[src/rtl/fpu_div_if.sv]
// Operand/result handshake bundle for the sequential FP32 divider.
// The slave side is the divider; the master side is the issue logic.
interface fpu_div_if;
  logic        i_valid;
  logic        o_ready;
  logic [31:0] i_float_A;
  logic [31:0] i_float_B;
  logic        o_valid;
  logic        i_ready;
  logic [31:0] o_S;
  logic        o_overflow;
  logic        o_underflow;
  logic        o_zero;
  logic        o_NaN;
  logic        o_div_by_zero;

  modport slave (
    input  i_valid, i_float_A, i_float_B, i_ready,
    output o_ready, o_valid, o_S,
    output o_overflow, o_underflow, o_zero,
    output o_NaN, o_div_by_zero
  );

  modport master (
    output i_valid, i_float_A, i_float_B, i_ready,
    input  o_ready, o_valid, o_S,
    input  o_overflow, o_underflow, o_zero,
    input  o_NaN, o_div_by_zero
  );
endinterface

[src/rtl/fpu_div_32bit_seq.sv]
// FP32 divider S = A / B, one quotient bit per cycle (restoring).
// Denormals flush to zero; result mantissa is truncated.
module fpu_div_32bit_seq #(
  parameter int QBITS = 25
) (
  input logic      i_clk,
  input logic      i_rst_n,
  fpu_div_if.slave bus
);
  typedef enum logic [1:0] {
    IDLE,
    DIVIDE,
    NORM,
    DONE
  } state_t;

  state_t              state_q, state_d;
  logic [QBITS:0]      rem_q, rem_d;
  logic [23:0]         dvs_q, dvs_d;
  logic [QBITS-1:0]    quo_q, quo_d;
  logic [4:0]          cnt_q, cnt_d;
  logic signed [9:0]   exp_q, exp_d;
  logic                sign_q, sign_d;
  logic [31:0]         s_q, s_d;
  logic                ovf_q, ovf_d;
  logic                unf_q, unf_d;
  logic                zero_q, zero_d;
  logic                nan_q, nan_d;
  logic                dbz_q, dbz_d;

  logic [7:0]          a_exp, b_exp;
  logic [22:0]         a_frac, b_frac;
  logic                a_zero, b_zero;
  logic                a_inf, b_inf;
  logic                a_nan, b_nan;
  logic                sign_in;
  logic                ge;
  logic [QBITS:0]      sub;
  logic signed [9:0]   nexp;
  logic [22:0]         mant;

  assign a_exp   = bus.i_float_A[30:23];
  assign b_exp   = bus.i_float_B[30:23];
  assign a_frac  = bus.i_float_A[22:0];
  assign b_frac  = bus.i_float_B[22:0];
  assign a_zero  = (a_exp == 8'h00);
  assign b_zero  = (b_exp == 8'h00);
  assign a_inf   = (a_exp == 8'hFF) && (a_frac == 23'd0);
  assign b_inf   = (b_exp == 8'hFF) && (b_frac == 23'd0);
  assign a_nan   = (a_exp == 8'hFF) && (a_frac != 23'd0);
  assign b_nan   = (b_exp == 8'hFF) && (b_frac != 23'd0);
  assign sign_in = bus.i_float_A[31] ^ bus.i_float_B[31];

  always_comb begin
    state_d = state_q;
    rem_d   = rem_q;
    dvs_d   = dvs_q;
    quo_d   = quo_q;
    cnt_d   = cnt_q;
    exp_d   = exp_q;
    sign_d  = sign_q;
    s_d     = s_q;
    ovf_d   = ovf_q;
    unf_d   = unf_q;
    zero_d  = zero_q;
    nan_d   = nan_q;
    dbz_d   = dbz_q;

    ge   = (rem_q >= {2'b00, dvs_q});
    sub  = ge ? (rem_q - {2'b00, dvs_q}) : rem_q;
    // Q[24] set means the quotient is already in [1,2)
    nexp = quo_q[QBITS-1] ? exp_q : (exp_q - 10'sd1);
    mant = quo_q[QBITS-1] ? quo_q[23:1] : quo_q[22:0];

    unique case (state_q)
      IDLE: begin
        if (bus.i_valid) begin
          state_d = DONE;
          if (a_nan || b_nan || (a_zero && b_zero) ||
              (a_inf && b_inf)) begin
            s_d   = 32'h7FC0_0000;
            nan_d = 1'b1;
          end else if (a_inf) begin
            s_d   = {sign_in, 8'hFF, 23'd0};
            ovf_d = 1'b1;
          end else if (b_zero) begin
            s_d   = {sign_in, 8'hFF, 23'd0};
            ovf_d = 1'b1;
            dbz_d = 1'b1;
          end else if (a_zero || b_inf) begin
            s_d    = {sign_in, 31'd0};
            zero_d = 1'b1;
          end else begin
            state_d = DIVIDE;
            rem_d   = {2'b00, 1'b1, a_frac};
            dvs_d   = {1'b1, b_frac};
            quo_d   = '0;
            cnt_d   = 5'(QBITS - 1);
            exp_d   = $signed({2'b00, a_exp})
                    - $signed({2'b00, b_exp})
                    + 10'sd127;
            sign_d  = sign_in;
          end
        end
      end
      DIVIDE: begin
        rem_d = sub << 1;
        quo_d = {quo_q[QBITS-2:0], ge};
        if (cnt_q == 5'd0) begin
          state_d = NORM;
        end else begin
          cnt_d = cnt_q - 5'd1;
        end
      end
      NORM: begin
        state_d = DONE;
        if (nexp >= 10'sd255) begin
          s_d   = {sign_q, 8'hFF, 23'd0};
          ovf_d = 1'b1;
        end else if (nexp <= 10'sd0) begin
          s_d    = {sign_q, 31'd0};
          unf_d  = 1'b1;
          zero_d = 1'b1;
        end else begin
          s_d = {sign_q, nexp[7:0], mant};
        end
      end
      DONE: begin
        if (bus.i_ready) begin
          state_d = IDLE;
          s_d     = '0;
          ovf_d   = 1'b0;
          unf_d   = 1'b0;
          zero_d  = 1'b0;
          nan_d   = 1'b0;
          dbz_d   = 1'b0;
        end
      end
      default: state_d = IDLE;
    endcase
  end

  always_ff @(posedge i_clk or negedge i_rst_n) begin
    if (!i_rst_n) begin
      state_q <= IDLE;
      rem_q   <= '0;
      dvs_q   <= '0;
      quo_q   <= '0;
      cnt_q   <= '0;
      exp_q   <= '0;
      sign_q  <= 1'b0;
      s_q     <= '0;
      ovf_q   <= 1'b0;
      unf_q   <= 1'b0;
      zero_q  <= 1'b0;
      nan_q   <= 1'b0;
      dbz_q   <= 1'b0;
    end else begin
      state_q <= state_d;
      rem_q   <= rem_d;
      dvs_q   <= dvs_d;
      quo_q   <= quo_d;
      cnt_q   <= cnt_d;
      exp_q   <= exp_d;
      sign_q  <= sign_d;
      s_q     <= s_d;
      ovf_q   <= ovf_d;
      unf_q   <= unf_d;
      zero_q  <= zero_d;
      nan_q   <= nan_d;
      dbz_q   <= dbz_d;
    end
  end

  assign bus.o_ready       = (state_q == IDLE);
  assign bus.o_valid       = (state_q == DONE);
  assign bus.o_S           = s_q;
  assign bus.o_overflow    = ovf_q;
  assign bus.o_underflow   = unf_q;
  assign bus.o_zero        = zero_q;
  assign bus.o_NaN         = nan_q;
  assign bus.o_div_by_zero = dbz_q;
endmodule

[src/flat_wrapper.sv]
// flat-port wrapper written by rule: the top's interface ports become plain ports
module fpu_div_32bit_seq_flat 
#(
  parameter int QBITS = 25
)
  (i_clk, i_rst_n, bus_i_valid, bus_i_float_A, bus_i_float_B, bus_i_ready, bus_o_ready, bus_o_valid, bus_o_S, bus_o_overflow, bus_o_underflow, bus_o_zero, bus_o_NaN, bus_o_div_by_zero);
  fpu_div_if bus_i ();
  input logic i_clk;
  input logic i_rst_n;
  input wire logic [$bits(bus_i.i_valid)-1:0] bus_i_valid;
  input wire logic [$bits(bus_i.i_float_A)-1:0] bus_i_float_A;
  input wire logic [$bits(bus_i.i_float_B)-1:0] bus_i_float_B;
  input wire logic [$bits(bus_i.i_ready)-1:0] bus_i_ready;
  output wire logic [$bits(bus_i.o_ready)-1:0] bus_o_ready;
  output wire logic [$bits(bus_i.o_valid)-1:0] bus_o_valid;
  output wire logic [$bits(bus_i.o_S)-1:0] bus_o_S;
  output wire logic [$bits(bus_i.o_overflow)-1:0] bus_o_overflow;
  output wire logic [$bits(bus_i.o_underflow)-1:0] bus_o_underflow;
  output wire logic [$bits(bus_i.o_zero)-1:0] bus_o_zero;
  output wire logic [$bits(bus_i.o_NaN)-1:0] bus_o_NaN;
  output wire logic [$bits(bus_i.o_div_by_zero)-1:0] bus_o_div_by_zero;
  assign bus_i.i_valid = bus_i_valid;
  assign bus_i.i_float_A = bus_i_float_A;
  assign bus_i.i_float_B = bus_i_float_B;
  assign bus_i.i_ready = bus_i_ready;
  assign bus_o_ready = bus_i.o_ready;
  assign bus_o_valid = bus_i.o_valid;
  assign bus_o_S = bus_i.o_S;
  assign bus_o_overflow = bus_i.o_overflow;
  assign bus_o_underflow = bus_i.o_underflow;
  assign bus_o_zero = bus_i.o_zero;
  assign bus_o_NaN = bus_i.o_NaN;
  assign bus_o_div_by_zero = bus_i.o_div_by_zero;
  fpu_div_32bit_seq #(.QBITS(QBITS)) u_core (.i_clk(i_clk), .i_rst_n(i_rst_n), .bus(bus_i));
endmodule
[config.mk]
export PLATFORM = sky130hd
export DESIGN_NAME = fpu_div_32bit_seq_flat
export DESIGN_NICKNAME = d
export VERILOG_FILES = /design/src/rtl/fpu_div_if.sv /design/src/rtl/fpu_div_32bit_seq.sv /design/src/flat_wrapper.sv
export SDC_FILE = /design/constraint.sdc
export NUM_CORES = 1
export LEC_CHECK = 0
export ABC_CLOCK_PERIOD_IN_PS = 5200
export CORE_ASPECT_RATIO = 0.7
export CORE_UTILIZATION = 40
export DETAILED_ROUTE_END_ITERATION = 10
export GPL_ROUTABILITY_DRIVEN = 1
export GPL_TIMING_DRIVEN = 0
export PLACE_DENSITY = 0.66
export SYNTH_ARGS = -nofsm -noshare
export SYNTH_HDL_FRONTEND = slang
export SYNTH_SLANG_ARGS = --single-unit
[constraint.sdc]
create_clock -name i_clk -period 5.2 [get_ports i_clk]
set_input_delay 0.78 -clock i_clk [delete_from_list [all_inputs] [get_ports i_clk]]
set_output_delay 0.78 -clock i_clk [all_outputs]
set_load 0.05 [all_outputs]
==> summary.txt <==
Status
  • Status: complete, no violations

CTS
  • Clock-pin slew on the worst setup and hold paths: 0.07 ns
  • Clock Path Buffers: 2
  • CTS Sinks: 130
  • Postcts setup bufs: 0
  • CTS H-tree lvls: 4
  • Post-CTS resize count: 0
  • Latest clock arrival within the worst-skew pair: 0.42 ns
  • CTS tree: built
  • Post-CTS Hold Buffers: 0
  • TritonCTS buffer count: 17
  • Clock Tree Root: clkbuf_16

Pwr
  • Final Total Pwr: 7.17 mW
  • Power Dens Cells: 692 mW/mm²
  • Worst vdd ir: 324 µV
  • Static Leak: 4.45 nW

Cells and area
  • Design area: 0.0104 mm²
  • Share of cells above drive strength 1: 0.104
  • Non-Filler Instances: 1357
  • Util after Layout: 0.515
  • Synth-to-Final Area Change: 23.8%
  • Layout filler cell count: 1887
  • Ant diodes: 0
  • Final #Nets: 1184

Die
  • Die Y-Extent: 123 µm
  • Top Ports: 107
  • Initial core utilization: 0.416
  • CORE AREA: 0.0201 mm²
  • Die Width: 175 µm
  • Rows: 43
  • Die ar.: 0.0215 mm²

Critical path
  • Critical Path AT: 4.01 ns
  • Startpoint types: input pin
  • Largest stage delay, worst path: 0.73 ns
  • Crit path max fanout: 10
  • CP max stage cell: nor4_1
  • Setup CP Type: in2reg
  • CP required: 5.53 ns
  • Critical Path End Type: flop
  • Cell Chain, Critical Path: clkdlybuf4s50_1 -> nor4_1 -> nand4_1 -> nor2_1 -> a21o_1 -> a22o_1 -> buf_2 -> clkbuf_1 -> nand2_1 -> o21ai_0
  • WP buf/inv: 3
  • Delay-heaviest family, CP: simple AND/OR/NAND/NOR gates

Yosys
  • Most common cell in the netlist: nand2_1
  • Top FF cell, synth: dfrtp_1
  • Top post-synthesis cells by area: dfrtp_1 39%, nand2_1 6.3%, ha_1 6.0%, o21ai_0 3.6%, mux2i_1 3.5%
  • Mean Syn Cell Area: 8.83 µm²
  • Yosys top cell area share: 0.389
  • Cell variety after synth: 75
  • Syn Nets: 1058
  • Seq cells post-synth: 130
  • Synth Instances: 948
  • Synthesized area: 0.00837 mm²
  • EDFF count, synth: 0
  • Post-synth top cells: 140 x nand2_1, 130 x dfrtp_1, 61 x o21ai_0
  • Post-synth top area cell: dfrtp_1
  • Syn. warnings: 0
  • Sequential element share of the synthesized area: 0.389
  • Ys async rst share: 1.00

Timing
  • Final setup skew: 0.0109 ns
  • Tmin final: 3.68 ns
  • Final setup vio count: 0
  • Final hold vios: 0
  • Period utilisation layout: 0.708
  • Hold WS: 0.338 ns
  • Fmax achieved: 0.272 GHz
  • Count of final max-slew check failures: 0
  • RSZ-0062 raised after global routing: false
  • Normalized max-slew margin: 0.457
  • Slew of the pin with the lowest slew margin: 0.807 ns

Placement
  • Placed cell area: 0.00979 mm²
  • Placed insts: 1325
  • Gpl congestion: 0.927
  • HPWL after detailed placement: 17800 µm
  • IO Port Bufs: 106

Global routing
  • All-layer global routing usage: 0.224
  • Grt ovf: 0
  • Vias in the first global route: 7049
  • Initial antenna violation count: 0
  • Largest net degree at the start of global routing: 67
  • First-pass GRT wire length: 37700 µm

Routing
  • Vias per cell: 5.54
  • Wire length per cell: 17.1 µm
  • Via count: 7519
  • Pre-antenna DRT Iters: 6
  • Drt drc: 0
  • Drt first-iter violations: 605
  • Final ANT Viol Nets: 0
  • Final WL: 23100 µm

Run
  • Max-Cap Viols: 0

Hold path
  • Hold Crit Class: in2async
==> cells by family after synthesis <==
kind of cell,after synthesis,share of synthesized area
adders and majority gates,42,0.0646
and+or+nand+nor,349,0.201
muxes,55,0.0701
AOI/OAI and AO/OA,241,0.191
xor gates and xnor gates,34,0.0365
buffers and inverters,97,0.0488
DFF,130,0.389
==> flip-flops by register name, indices dropped and copies added (netlist names) <==
name and count:
u_core.bus.o_overflow 1, u_core.bus.o_NaN 1, u_core.sign_q 1, u_core.bus.o_div_by_zero 1, u_core.bus.o_underflow 1, u_core.rem_q 26
u_core.state_q 2, u_core.quo_q 25, u_core.cnt_q 5, u_core.exp_q 10, u_core.dvs_q 24, u_core.bus.o_S 32
u_core.bus.o_zero 1
==> through the flow <==
stage          setup WS, ns  TNS, ns
5_1_grt                1.11        0
3_5_place_dp           1.06        0
6_report               1.52        0
2_1_floorplan          2.16        0
4_1_cts                1.49        0
3_3_place_gp          -1.91  -246.23
==> path summary, 6_finish.rpt <==
check | startpoint | endpoint | slack, ns | cells after the start
setup reg to reg | u_core.state_q[1] | u_core.rem_q[10] | 1.62 | 11
setup / recovery | bus_i_float_B[1] | u_core.rem_q[12] | 1.52 | 10
min in group i_clk | u_core.bus.o_S[19] | u_core.bus.o_S[19] | 0.48 | 2
hold reg to reg | u_core.bus.o_S[19] | u_core.bus.o_S[19] | 0.48 | 2
max in group asynchronous | i_rst_n | u_core.dvs_q[18] | 4.13 | 2
hold / removal | i_rst_n | u_core.bus.o_div_by_zero | 0.34 | 1
==> cells in the final DEF, fill, tap and decap left out, types with 4 or more instances in the layout <==
cell type        instances
a21o_1                  11
a21oi_1                 46
a211oi_1                12
dfrtp_1                130
or3_1                    5
o21ai_1                 19
o21a_1                   9
o21ai_2                 20
inv_6                    4
nor3_1                  20
o211ai_1                10
nand3_1                 40
and3_1                   5
inv_1                   52
ha_1                    40
or4_1                    8
clkbuf_16               17
mux2_2                  25
mux2i_1                 29
buf_2                   11
xor2_1                  12
nor4_1                  18
o21ai_0                 61
nor2_1                  57
o31ai_1                  7
clkinv_4                 5
clkdlybuf4s50_1        105
nand2_1                140
o211a_1                  6
clkbuf_1                28
xnor2_1                 21
and2_1                   5
nand2b_1                11
nor2b_1                  8
nand4_1                 14
o22ai_1                  5
==> report_power, final <==
group          internal, mW  switching [mW]
Sequential             1.35           0.268
Combinational          1.63            2.77
Clock                 0.631           0.521
==> cell type report <==
class / instances / area [µm²] / area share
clock buffers: 17 / 425 / 0.0411
inverters: 53 / 199 / 0.0192
repair buffers: 107 / 1090 / 0.105
multi-input cells: 721 / 4710 / 0.454
well taps: 270 / 338 / 0.0326
flip-flops and latches: 130 / 3250 / 0.314
clock inverters: 15 / 141 / 0.0136
plain buffers: 44 / 209 / 0.0202
==> routing by layer <==
| metal | track usage | vias up | part of all wire |
|---|---|---|---|
| met3 | 0.0526 | 9 | 0.073 |
| met2 | 0.343 | 248 | 0.43 |
| li1 | - | 3650 | - |
| met5 | 0 | - | 0 |
| met4 | 0.0348 | 0 | 0.0038 |
| met1 | 0.327 | 3612 | 0.49 |
Note: power is estimated with default switching activity, not from simulation.
